File: src/rtl/serial_adder_ctrl.sv
// Bit-serial adder controller: one 1-bit full adder plus a carry flop
// computes a WIDTH-bit a + b + cin, LSB first, behind a start/done handshake.
// The result is held until the next operation completes.

// 1-bit full adder cell
module full_adder (
   input  logic a,
   input  logic b,
   input  logic c,
   output logic sum,
   output logic carry
);

   assign sum   = a ^ b ^ c;
   assign carry = (a & b) | (c & (a ^ b));

endmodule

module serial_adder_ctrl #(
   parameter int WIDTH = 8
) (
   input  logic             clk,
   input  logic             rst_n,
   input  logic             start,
   input  logic [WIDTH-1:0] a,
   input  logic [WIDTH-1:0] b,
   input  logic             cin,
   output logic             busy,
   output logic             done,
   output logic [WIDTH-1:0] sum,
   output logic             cout,
   output logic             ovf
);

   localparam int            CW   = $clog2(WIDTH);
   localparam logic [CW-1:0] LAST = CW'(WIDTH - 1);

   typedef enum logic [1:0] {
      IDLE = 2'd0,
      RUN  = 2'd1,
      DONE = 2'd2
   } state_t;

   state_t           state;
   logic [WIDTH-1:0] a_sr;
   logic [WIDTH-1:0] b_sr;
   logic [WIDTH-1:0] s_sr;
   logic [WIDTH-1:0] s_next;
   logic             cy;
   logic             cy_msb;
   logic [CW-1:0]    cnt;
   logic             fa_sum;
   logic             fa_carry;

   // The only arithmetic on operand bits: LSBs of the shifters plus the carry flop
   full_adder fa (
      .a     (a_sr[0]),
      .b     (b_sr[0]),
      .c     (cy),
      .sum   (fa_sum),
      .carry (fa_carry)
   );

   // New result bit enters at the MSB while the oldest bit falls off the LSB
   always_comb begin
      s_next = WIDTH'({fa_sum, s_sr} >> 1);
   end

   // Signed overflow: carry out of the MSB XOR the carry that went into it.
   // Both terms are flops written only on the final RUN edge or on reset.
   assign ovf = cout ^ cy_msb;

   // Sequencer: IDLE accepts operands, RUN does one bit per edge, DONE pulses done
   always_ff @(posedge clk) begin
      if (!rst_n) begin
         state  <= IDLE;
         busy   <= 1'b0;
         done   <= 1'b0;
         sum    <= '0;
         cout   <= 1'b0;
         cy_msb <= 1'b0;
         cnt    <= '0;
         cy     <= 1'b0;
      end else begin
         case (state)
            IDLE: begin
               done <= 1'b0;
               if (start) begin
                  a_sr  <= a;
                  b_sr  <= b;
                  cy    <= cin;
                  cnt   <= '0;
                  busy  <= 1'b1;
                  state <= RUN;
               end
            end
            RUN: begin
               s_sr <= s_next;
               a_sr <= a_sr >> 1;
               b_sr <= b_sr >> 1;
               cy   <= fa_carry;
               cnt  <= cnt + 1'b1;
               if (cnt == LAST) begin
                  // Here cy is the carry into the MSB
                  cy_msb <= cy;
                  sum    <= s_next;
                  cout   <= fa_carry;
                  done   <= 1'b1;
                  state  <= DONE;
               end
            end
            DONE: begin
               done  <= 1'b0;
               busy  <= 1'b0;
               state <= IDLE;
            end
            default: begin
               done  <= 1'b0;
               busy  <= 1'b0;
               state <= IDLE;
            end
         endcase
      end
   end

endmodule

File: config.mk
export PLATFORM = sky130hd
export DESIGN_NAME = serial_adder_ctrl
export DESIGN_NICKNAME = d
export VERILOG_FILES = /design/src/rtl/serial_adder_ctrl.sv
export SDC_FILE = /design/constraint.sdc
export NUM_CORES = 1
export LEC_CHECK = 0
export CAP_MARGIN = 20
export CORE_UTILIZATION = 50
export DETAILED_ROUTE_END_ITERATION = 8
export PLACE_DENSITY = 0.89
export SETUP_SLACK_MARGIN = 0.2
export SYNTH_ARGS = -nofsm -noshare
export SYNTH_HDL_FRONTEND = slang
export SYNTH_SLANG_ARGS = --single-unit
File: constraint.sdc
create_clock -name clk -period 1.85 [get_ports clk]
set_input_delay 0.555 -clock clk [delete_from_list [all_inputs] [get_ports clk]]
set_output_delay 0.555 -clock clk [all_outputs]
set_load 0.01 [all_outputs]
==> results.rst, run 1 <==
.. list-table::
   :header-rows: 1

   * - Metric
     - Value
   * - Total gr overflow
     - 0
   * - Peak supply drop
     - 444 uV
   * - Routability congestion estimate from global placement
     - 0.739
   * - Critical path's largest stage delay
     - 0.36 ns
   * - Slew @ Worst Pin
     - 0.435 ns
   * - Area growth syn-to-layout
     - 26.7%
   * - Die Span X
     - 58.9 um
   * - Max-cap violation count
     - 0
   * - Core Rows
     - 20
   * - Final-stage net count
     - 186
   * - Worst Hold Launch
     - sum[2]$_SDFFE_PN0P_
   * - TritonCTS Buffers
     - 5
   * - Number of global-route vias before repair
     - 1020
   * - Global-route wire length before repair
     - around 4.4 mm
   * - Max-slew headroom
     - 70.6%
   * - Per-instance average area after synthesis
     - 13.0 um^2
   * - Hold Slack
     - 0.455 ns
   * - Status
     - finished clean
   * - Cell at the slowest stage of the critical path
     - dfxtp_1
   * - H-tree depth
     - 2
   * - Largest net degree at the start of global routing
     - 29
   * - Drt initial violations
     - 54
   * - Total number of vias
     - 1014
   * - Number of synthesized flops with an enable pin
     - 23
   * - Buffer cell driving the clock tree root
     - clkbuf_4
   * - List of cells traversed by the critical path
     - xor2_1 -> clkbuf_2
   * - Critical path peak fanout
     - 2
   * - Cell depth of the worst flop-to-flop path
     - 3
   * - Effective utilization at floorplan
     - between 50 and 60%
   * - # setup viols final
     - 0
   * - Worst skew pair latency
     - 0.35 ns
   * - Hold-critical path endpoint
     - sum[2]$_SDFFE_PN0P_
   * - Number of remaining DRC errors
     - 0
   * - Post-synth design cell area
     - 0.00162 mm^2
   * - Final design area excluding fillers
     - 0.00205 mm^2
   * - Area enclosed by the die boundary
     - 0.00347 mm^2
   * - Core area
     - roughly 0.0031 mm^2
   * - Vertical die dimension
     - 58.9 um
   * - Post-CTS Setup Repair Bufs
     - 0
   * - Post-detailed-routing wire length
     - 2.54 mm
   * - Seq/Total Area, Yosys
     - 64.9%
   * - Critical Path End Type
     - output pin
   * - Data arrival at the endpoint of the critical path
     - 1.01 ns
   * - Final number of hold-violating endpoints
     - 0
   * - Critical path data required time
     - 1.29 ns
   * - Setup repair after global routing missed its margin
     - false
   * - Number of different library cells in the post-synthesis netlist
     - 27
   * - Clock-pin slew of the registers on the worst-case setup and hold paths
     - between 0.1 and 0.15 ns
   * - Main flop type after synthesis
     - edfxtp_1
   * - Cell area after placement
     - between 0.002 and 0.0025 mm^2
   * - Path category of the worst min-delay check
     - reg2reg
   * - Static leakage power
     - 0.803 nW
   * - Via density per instance
     - 4.88
   * - I/O Pins
     - 32
   * - Ant diodes
     - 0
   * - Fin crit share
     - 84.3%
   * - Mapped Nets
     - 148
   * - R2R Path Start
     - state[0]$_SDFFE_PN0P_
   * - Total count of max-transition violations in the final report
     - 0
   * - Port Buffer Count
     - 31
   * - #FFs+latches synth
     - between 40 and 50
   * - TritonCTS clock tree
     - built
   * - Ys async rst share
     - 0%
   * - Count of TritonRoute iterations in the first routing pass
     - 4
   * - Overall track demand over capacity in global routing
     - 17.5%
   * - Cts-stage hold buffer count
     - 0
   * - Initial antenna violation count
     - 0
   * - Buffers from clock root to sink, at most
     - 2
   * - Gate Count Post-Synth
     - 125
   * - Crit start category
     - flop
   * - Reg-to-Reg End
     - a_sr[6]$_DFFE_PP_
   * - Routed wire length per instance
     - 12.2 um
   * - Clock skew
     - 0.0109 ns
   * - Count of placed standard cells including taps
     - 200
   * - R2r setup slk
     - 0.36 ns
   * - Min Tclk post-route
     - 1.56 ns
   * - Layout cell share with drive strength beyond 1
     - 20.7%
   * - Sink Count
     - 41
   * - Non-Filler Instances
     - 208
   * - Type of the worst setup path
     - reg2out
   * - Post-DRT Antenna Nets
     - 0
   * - Post-detail-place hpwl
     - around 1.9 mm
   * - Maximum clock frequency
     - 641 MHz
   * - Pwr dens
     - just under 800 mW/mm^2
   * - Warning count from the yosys run
     - 0
   * - Number of cells on the worst hold path
     - 2
## cell usage in the layout, fill, tap and decap left out, types with 2 or more instances in the layout
master,netlist,final
edfxtp_1,23,23
clkdlybuf4s50_1,0,19
dfxtp_1,18,17
mux2_2,14,14
nand2_1,14,14
nand3_1,12,12
dlygate4sd2_1,0,11
o21ai_0,10,10
clkbuf_4,0,5
buf_4,0,5
nor2_1,4,4
o21ai_1,3,3
inv_1,2,2
nor2b_1,2,2
a21oi_1,2,2
ha_1,2,2
clkinv_2,0,2
buf_12,0,2
## cells by family (layout without fill, tap and decap cells)
| family | count (synthesis) | count (layout) | share of synthesized area, % |
|---|---|---|---|
| simple gates | 40 | 40 | 12.7 |
| compound gates | 17 | 17 | 6.02 |
| fa+ha+maj | 3 | 3 | 2.78 |
| buf+inv | 9 | 48 | 3.32 |
| xor+xnor | 1 | 1 | 0.541 |
| mux | 14 | 14 | 9.73 |
| flops | 41 | 41 | 64.9 |
## report_power, final
| part | switching (W) | total, W | internal [W] |
|---|---|---|---|
| Sequential | 0.0000178 | 0.00103 | 0.00101 |
| Clock | 0.000278 | 0.000423 | 0.000145 |
| Combinational | 0.0000619 | 0.000161 | 0.0000986 |
| Total | 0.000358 | 0.00161 | 0.00125 |
## flip-flops by register name, summed over array words and instances (netlist names)
| name | count |
|---|---|
| busy | 1 |
| cy | 1 |
| cout | 1 |
| a_sr | 8 |
| s_sr | 7 |
| cy_msb | 1 |
| cnt | 3 |
| b_sr | 8 |
| sum | 8 |
| done | 1 |
| state | 2 |
## synth_stat cells (2+ instances only)
cell / instances / area share, %
buf_6: 2 / 1.4
nor2b_1: 2 / 0.77
o21ai_0: 10 / 3.1
o21ai_1: 3 / 0.93
buf_2: 4 / 1.2
dfxtp_1: 18 / 22
mux2_2: 14 / 9.7
a21oi_1: 2 / 0.62
ha_1: 2 / 1.5
edfxtp_1: 23 / 43
nand2_1: 14 / 3.2
inv_1: 2 / 0.46
nor2_1: 4 / 0.93
nand3_1: 12 / 3.7
## worst max path at each step
stage                        startpoint                end  slack, ns  depth (start not counted)
finish              cy_msb$_SDFFE_PN0P_                ovf       0.29                          2
global route        cy_msb$_SDFFE_PN0P_                ovf       0.22                          2
CTS                 cy_msb$_SDFFE_PN0P_                ovf       0.14                          2
detailed placement                start  b_sr[3]$_DFFE_PP_      -0.08                          5
global placement                  start  b_sr[1]$_DFFE_PP_      -0.04                          5
floorplan                         start  a_sr[0]$_DFFE_PP_       0.30                          3
## critical path, delay by kind of cell, from the launching register on
family	cells	cell delay, ns
flops	1	0.36
buf+inv	1	0.15
xor+xnor	1	0.15
## per-stage QoR
stage / setup TNS, ns / power (W) / worst slack [ns] / util, %
2_1_floorplan: 0 / 0.00113 / 0.304 / -
3_3_place_gp: -0.667 / 0.00120 / -0.0421 / 66.1
4_1_cts: 0 / 0.00163 / 0.142 / 67.4
5_1_grt: 0 / 0.00169 / 0.221 / 67.3
3_5_place_dp: -1.22 / 0.00121 / -0.0767 / 66.1
6_report: 0 / 0.00161 / 0.290 / 67.3
## repair_timing
| item | CTS | global route |
|---|---|---|
| gates resized for setup | 13 | 2 |
| pin swaps | 0 | 0 |
| endpoints found under the setup margin | 12 | 1 |
## layout make-up
type                    instances  area [um^2]
fillers                       250         1000
inverters                       2         7.51
repair buffers                 38          369
flip-flops and latches         41         1050
multi-input cells              75          515
clock buffers                   5         37.5
well taps                      44         55.1
clock inverters                 3         16.3
## layer usage
metal  vias up  wire (um)  global-route usage [%]
met2        37       1330                    29.4
met1       450       1000                    20.4
met4         0         63                    8.50
met3         7        146                    5.05
li1        520          -                       -
met5         -          0                       0
No activity file was read; power rests on OpenSTA's default activity.
==> run 2: changes to the inputs <==
--- a/config.mk
+++ b/config.mk
@@ -6,9 +6,9 @@
 export NUM_CORES = 1
 export LEC_CHECK = 0
 export CAP_MARGIN = 20
-export CORE_UTILIZATION = 50
+export CORE_UTILIZATION = 45
 export DETAILED_ROUTE_END_ITERATION = 8
-export PLACE_DENSITY = 0.89
+export PLACE_DENSITY = 0.85
 export SETUP_SLACK_MARGIN = 0.2
 export SYNTH_ARGS = -nofsm -noshare
 export SYNTH_HDL_FRONTEND = slang
==> constraint.sdc (replaced) <==
create_clock -name clk -period 1.4 [get_ports clk]
set_input_delay 0.42 -clock clk [delete_from_list [all_inputs] [get_ports clk]]
set_output_delay 0.42 -clock clk [all_outputs]
set_load 0.01 [all_outputs]
==> run 2 against run 1 <==
Against the previous run: the run now ends with setup timing left; combinational power grew 130%; sequential share of layout area is 11 points lower; clock power up 86%; routed wire length is 55% higher; register-to-register slack worse by 0.37 ns; power rose by 57%; clock-buffer cell count stayed put; worst setup slack worse by 0.30 ns; critical path depth rose by 2; utilization rose by 12 points; via count rose by 18%.
==> results.rst, run 2 (same netlist as run 1, synthesis figures left out) <==
.. list-table::
   :header-rows: 1

   * - Metric
     - Value
   * - Count of TritonRoute iterations in the first routing pass
     - 4
   * - Static leakage power
     - ~1.0 nW
   * - Number of fillers in the final layout
     - ~190
   * - Data arrival at the endpoint of the critical path
     - 1.52 ns
   * - Routed wire length per instance
     - 16.8 um
   * - Routability congestion estimate from global placement
     - a little under 0.8
   * - Number of global-route vias before repair
     - 1239
   * - Fin crit share
     - 101%
   * - Post-detailed-routing wire length
     - 3.94 mm
   * - Most frequent cells in the layout
     - edfxtp_1, buf_6, clkdlybuf4s50_1
   * - Effective utilization at floorplan
     - a little under half
   * - Total gr overflow
     - 0
   * - Buffers from clock root to sink, at most
     - 2
   * - Post-route setup slack
     - -0.0140 ns
   * - Share of total power in combinational logic
     - 14.8%
   * - Largest registers ranked by flip-flop count
     - a_sr (8), b_sr (8), sum (8)
   * - TritonCTS clock tree
     - built
   * - Power share of the clock group
     - around 31%
   * - Critical path data required time
     - 1.50 ns
   * - # setup viols final
     - 3
   * - Buffer cell driving the clock tree root
     - clkbuf_4
   * - Total number of vias
     - 1193
   * - Largest net degree at the start of global routing
     - 23
   * - Die Span X
     - 62.0 um
   * - Critical path peak fanout
     - 8
   * - Status
     - finished with violations
   * - Number of remaining DRC errors
     - 0
   * - Setup repair after global routing missed its margin
     - true
   * - Clock skew
     - 0.0195 ns
   * - Vertical die dimension
     - 62.0 um
   * - Worst skew pair latency
     - 0.36 ns
   * - Post-detail-place hpwl
     - between 2 and 2.5 mm
   * - Critical Path End Type
     - flop
   * - Min Tclk post-route
     - 1.41 ns
   * - R2r setup slk
     - -0.01 ns
   * - Cts-stage hold buffer count
     - 0
   * - Final number of hold-violating endpoints
     - 0
   * - Failing checks
     - setup timing
   * - Number of cells on the worst hold path
     - 2
   * - Post-DRT Antenna Nets
     - 0
   * - R2R Path Start
     - state[0]$_SDFFE_PN0P_
   * - Sink Count
     - roughly 40
   * - Path category of the worst min-delay check
     - reg2reg
   * - List of cells traversed by the critical path
     - nor2b_4 -> buf_6 -> buf_12 -> mux2_4
   * - Area enclosed by the die boundary
     - 0.00384 mm^2
   * - Cell depth of the worst flop-to-flop path
     - 4
   * - Sequential Power Share
     - 54.1%
   * - Post-Route Utilization
     - 79.1%
   * - Port Buffer Count
     - 31
   * - Global-route wire length before repair
     - 5.93 mm
   * - Pint
     - 0.00194 W
   * - TritonCTS Buffers
     - 5
   * - Initial antenna violation count
     - 0
   * - Via density per instance
     - 5.08
   * - Max-cap violation count
     - 0
   * - Slew @ Worst Pin
     - 0.304 ns
   * - Crit start category
     - flop
   * - Worst Hold Launch
     - sum[2]$_SDFFE_PN0P_
   * - Final-stage net count
     - 211
   * - H-tree depth
     - 2
   * - Total count of max-transition violations in the final report
     - 0
   * - Ant diodes
     - 0
   * - Max-slew headroom
     - 79.4%
   * - Total Power
     - around 0.0025 W
   * - Layout cell share with drive strength beyond 1
     - 57.7%
   * - Reg-to-Reg End
     - a_sr[2]$_DFFE_PP_
   * - Hold-critical path endpoint
     - sum[2]$_SDFFE_PN0P_
   * - Core Rows
     - 21
   * - I/O Pins
     - 32
   * - Net switching power of the design
     - 0.000580 W
   * - Clock-pin slew of the registers on the worst-case setup and hold paths
     - about 0.14 ns
   * - Critical path's largest stage delay
     - 0.39 ns
   * - Cell at the slowest stage of the critical path
     - dfxtp_4
   * - Drt initial violations
     - 70
   * - Area growth syn-to-layout
     - 65.4%
   * - Pwr dens
     - 941 mW/mm^2
   * - Core area
     - 0.00339 mm^2
   * - Switching portion of total power
     - 23.0%
   * - Peak supply drop
     - 728 uV
   * - Post-Route Setup TNS
     - -0.0249 ns
   * - Type of the worst setup path
     - reg2reg
   * - Overall track demand over capacity in global routing
     - 22.7%
   * - Maximum clock frequency
     - 707 MHz
## run 2: power by group through the flow
stage	clock, W	combinational [W]	sequential, W
after floorplan	0	0.000130	0.00138
after global placement	0	0.000240	0.00138
after detailed placement	0	0.000251	0.00138
after CTS	0.000786	0.000336	0.00136
after global routing	0.000861	0.000394	0.00137
final	0.000786	0.000373	0.00136
## run 2: how the worst max path moves through the flow
stage,slack (ns),cells after the start,endpoint,from
CTS,-0.01,2,ovf,cout$_SDFFE_PN0P_
floorplan,0.16,3,a_sr[0]$_DFFE_PP_,start
detailed placement,-0.39,5,b_sr[4]$_DFFE_PP_,rst_n
global route,-0.08,2,ovf,cout$_SDFFE_PN0P_
global placement,-0.37,5,a_sr[7]$_SDFFCE_PN0P_,rst_n
finish,-0.01,4,a_sr[2]$_DFFE_PP_,state[0]$_SDFFE_PN0P_
## run 2: worst max-delay path, delay by kind of cell, from the launching register on
| kind | cells | cell delay, ns |
|---|---|---|
| simple gates | 1 | 0.21 |
| buf+inv | 2 | 0.25 |
| flops | 1 | 0.39 |
| mux | 1 | 0.30 |
## run 2: metal layers
metal / global-route usage, % / vias to the layer above / share of wire [%]
li1: - / 572 / -
met1: 26.0 / 574 / 38
met2: 39.8 / 39 / 56
met3: 6.83 / 8 / 3.6
met4: 8.57 / 0 / 2.0
met5: 0 / - / 0
## run 2: layout make-up
class,count,area [um^2],share of cell area [%]
flip-flops and latches,41,1080,40.1
multi-input cells,75,728,27.2
repair buffers,63,724,27.0
well taps,46,57.6,2.15
clock inverters,3,45.0,1.68
clock buffers,5,37.5,1.40
inverters,2,11.3,0.420
## run 2: timing repair
action                     in CTS  in global routing
pin swaps                      11                  2
buffers inserted               13                  1
resized for setup             116                 20
gates cloned                    2                  3
setup endpoints to repair      63                 66
## run 2: through the flow
step / worst slack, ns / hold slack [ns] / cell area [um^2] / instances
3_5_place_dp: -0.389 / 0.440 / 2130 / 208
3_3_place_gp: -0.371 / 0.435 / 2130 / 208
5_1_grt: -0.0791 / 0.459 / 2680 / 235
6_report: -0.0140 / 0.479 / 2680 / 235
4_1_cts: -0.0108 / 0.466 / 2530 / 231
2_1_floorplan: 0.159 / 0.426 / 1670 / 125
==> RTL edit (config.mk and constraints of run 2) <==
Put a register stage on the output `ovf`. The value now appears one clock later. The other outputs are not delayed to match.
--- a/src/rtl/serial_adder_ctrl.sv
+++ b/src/rtl/serial_adder_ctrl.sv
@@ -70,3 +70,5 @@
    // Both terms are flops written only on the final RUN edge or on reset.
-   assign ovf = cout ^ cy_msb;
+   always_ff @(posedge clk) begin
+      ovf <= cout ^ cy_msb;
+   end
 
Formal check against the unedited RTL: not equivalent (a bounded check fails within 10 cycles, from zero or initial values and one cycle with rst_n low).
==> RTL edit against run 2 <==
  * Count of clock-buffer cells in the layout unchanged
  * Synthesized area up 1.2%
  * Design area shrank 8.0%
  * Combinational power is 28% lower
  * Setup slack better by 0.071 ns
  * Total power is 4.4% lower
  * Wire length shrank 18%
  * Sequential cell count rose by 1
==> RTL edit: results (changes against run 2) <==
* Seq cells at 42 (+2.4%)
* GPL Wtd Cong at 0.7349 (-6.9%)
* Adder-Cell Fraction of Synth Area at 2.746% (-0.034 points)
* Max FO, Critical Path at 5 (-3)
* Hold Startpoint: cy_msb$_SDFFE_PN0P_
* Non-clk buf share at 23.69% (-3.3 points)
* Sequential cell area share at 44.44% (+4.3 points)
* Hold path endpoint: ovf$_DFF_P_
* WL final at 3227 um (-18%)
* Layout Skew at 0.004151 ns (-0.01540 ns)
* Buffers outside the clock class at 52 (-17%)
* ClkCell Share at 3.146% (+0.064 points)
* R2R setup slack at 0.06 ns (+0.07 ns)
* GR Layer Usage met2 at 29.95% (-9.9 points)
* Setup crit end: sum[0]$_SDFFE_PN0P_
* Fillers at 258 (+38%)
* Met2 wire len at 1698 um (-24%)
* Crit path largest cell delay at 0.36 ns (-0.03 ns)
* VDD IR max at 634.9 uV (-13%)
* Worst Hold Path Cells at 1 (-1)
* Leakage power total at 0.9294 nW (-11%)
* M3 GR Usage at 6.022% (-0.81 points)
* Multi-input logic portion of the cell area at 25.93% (-1.2 points)
* Met3 wire len at 148 um (+4.2%)
* Slowest CP cell: dfxtp_2
* First-pass GRT wire length at 5195 um (-12%)
* Post-Syn Nets at 149 (+0.68%)
* Status: completed
* Worst-case reg-to-reg path depth at 6 (+2)
* Vias in the first global route at 1147 (-7.4%)
* DP HPWL at 1989 um (-2.3%)
* Slew at the pin closest to its max-slew limit at 0.2499 ns (-0.05441 ns)
* Worst r2r src: cnt[1]$_SDFFE_PN0P_
* Post-CTS setup buffer count at 8 (-5)
* Global Route Usage Sum at 17.64% (-5.1 points)
* Met1 Usage GRT at 20.82% (-5.2 points)
* Synth Area in Compound Gates at 5.950% (-0.074 points)
* Worst path arrival time at 1.59 ns (+0.07 ns)
* Multiplexer share of the synthesized area at 9.611% (-0.12 points)
* CTS clk-pin slew, worst paths at 0.12 ns (-0.02 ns)
* Largest net degree at the start of global routing at 30 (+30%)
* First drt pass iteration count at 3 (-1)
* CTS resizes at 79 (-32%)
* Register area share after synthesis at 65.29% (+0.43 points)
* Metal-1 WL at 1316 um (-12%)
-- RTL edit: cell count changes in the layout (fill, tap and decap cells not counted), moves of 2 or more --
cell,change
mux2_4,-9
nand3_2,+2
nand3_4,-4
mux2_2,+9
buf_6,-8
clkinv_2,+2
nand3_1,+2
o21ai_1,-3
o21ai_0,+3
-- RTL edit: power by group --
group / internal [mW] / total (mW) / leakage [nW] / switching (mW)
combinational: 0.167 / 0.269 / 0.505 / 0.102
sequential: 1.36 / 1.39 / 0.380 / 0.0263
clock: 0.370 / 0.755 / 0.0450 / 0.385
total: 1.90 / 2.41 / 0.929 / 0.514
-- RTL edit: per-stage QoR --
stage	setup slack [ns]	hold slack [ns]	setup TNS [ns]	cell area (sq um)	cells
3_3_place_gp	-0.4647	0.4360	-12.60	2107	205
6_report	0.05660	0.4566	0	2466	225
5_1_grt	0.02020	0.4662	0	2466	225
4_1_cts	0.02813	0.4638	0	2312	221
2_1_floorplan	0.1592	0.4260	0	1689	126
3_5_place_dp	-0.5334	0.4436	-15.42	2107	205
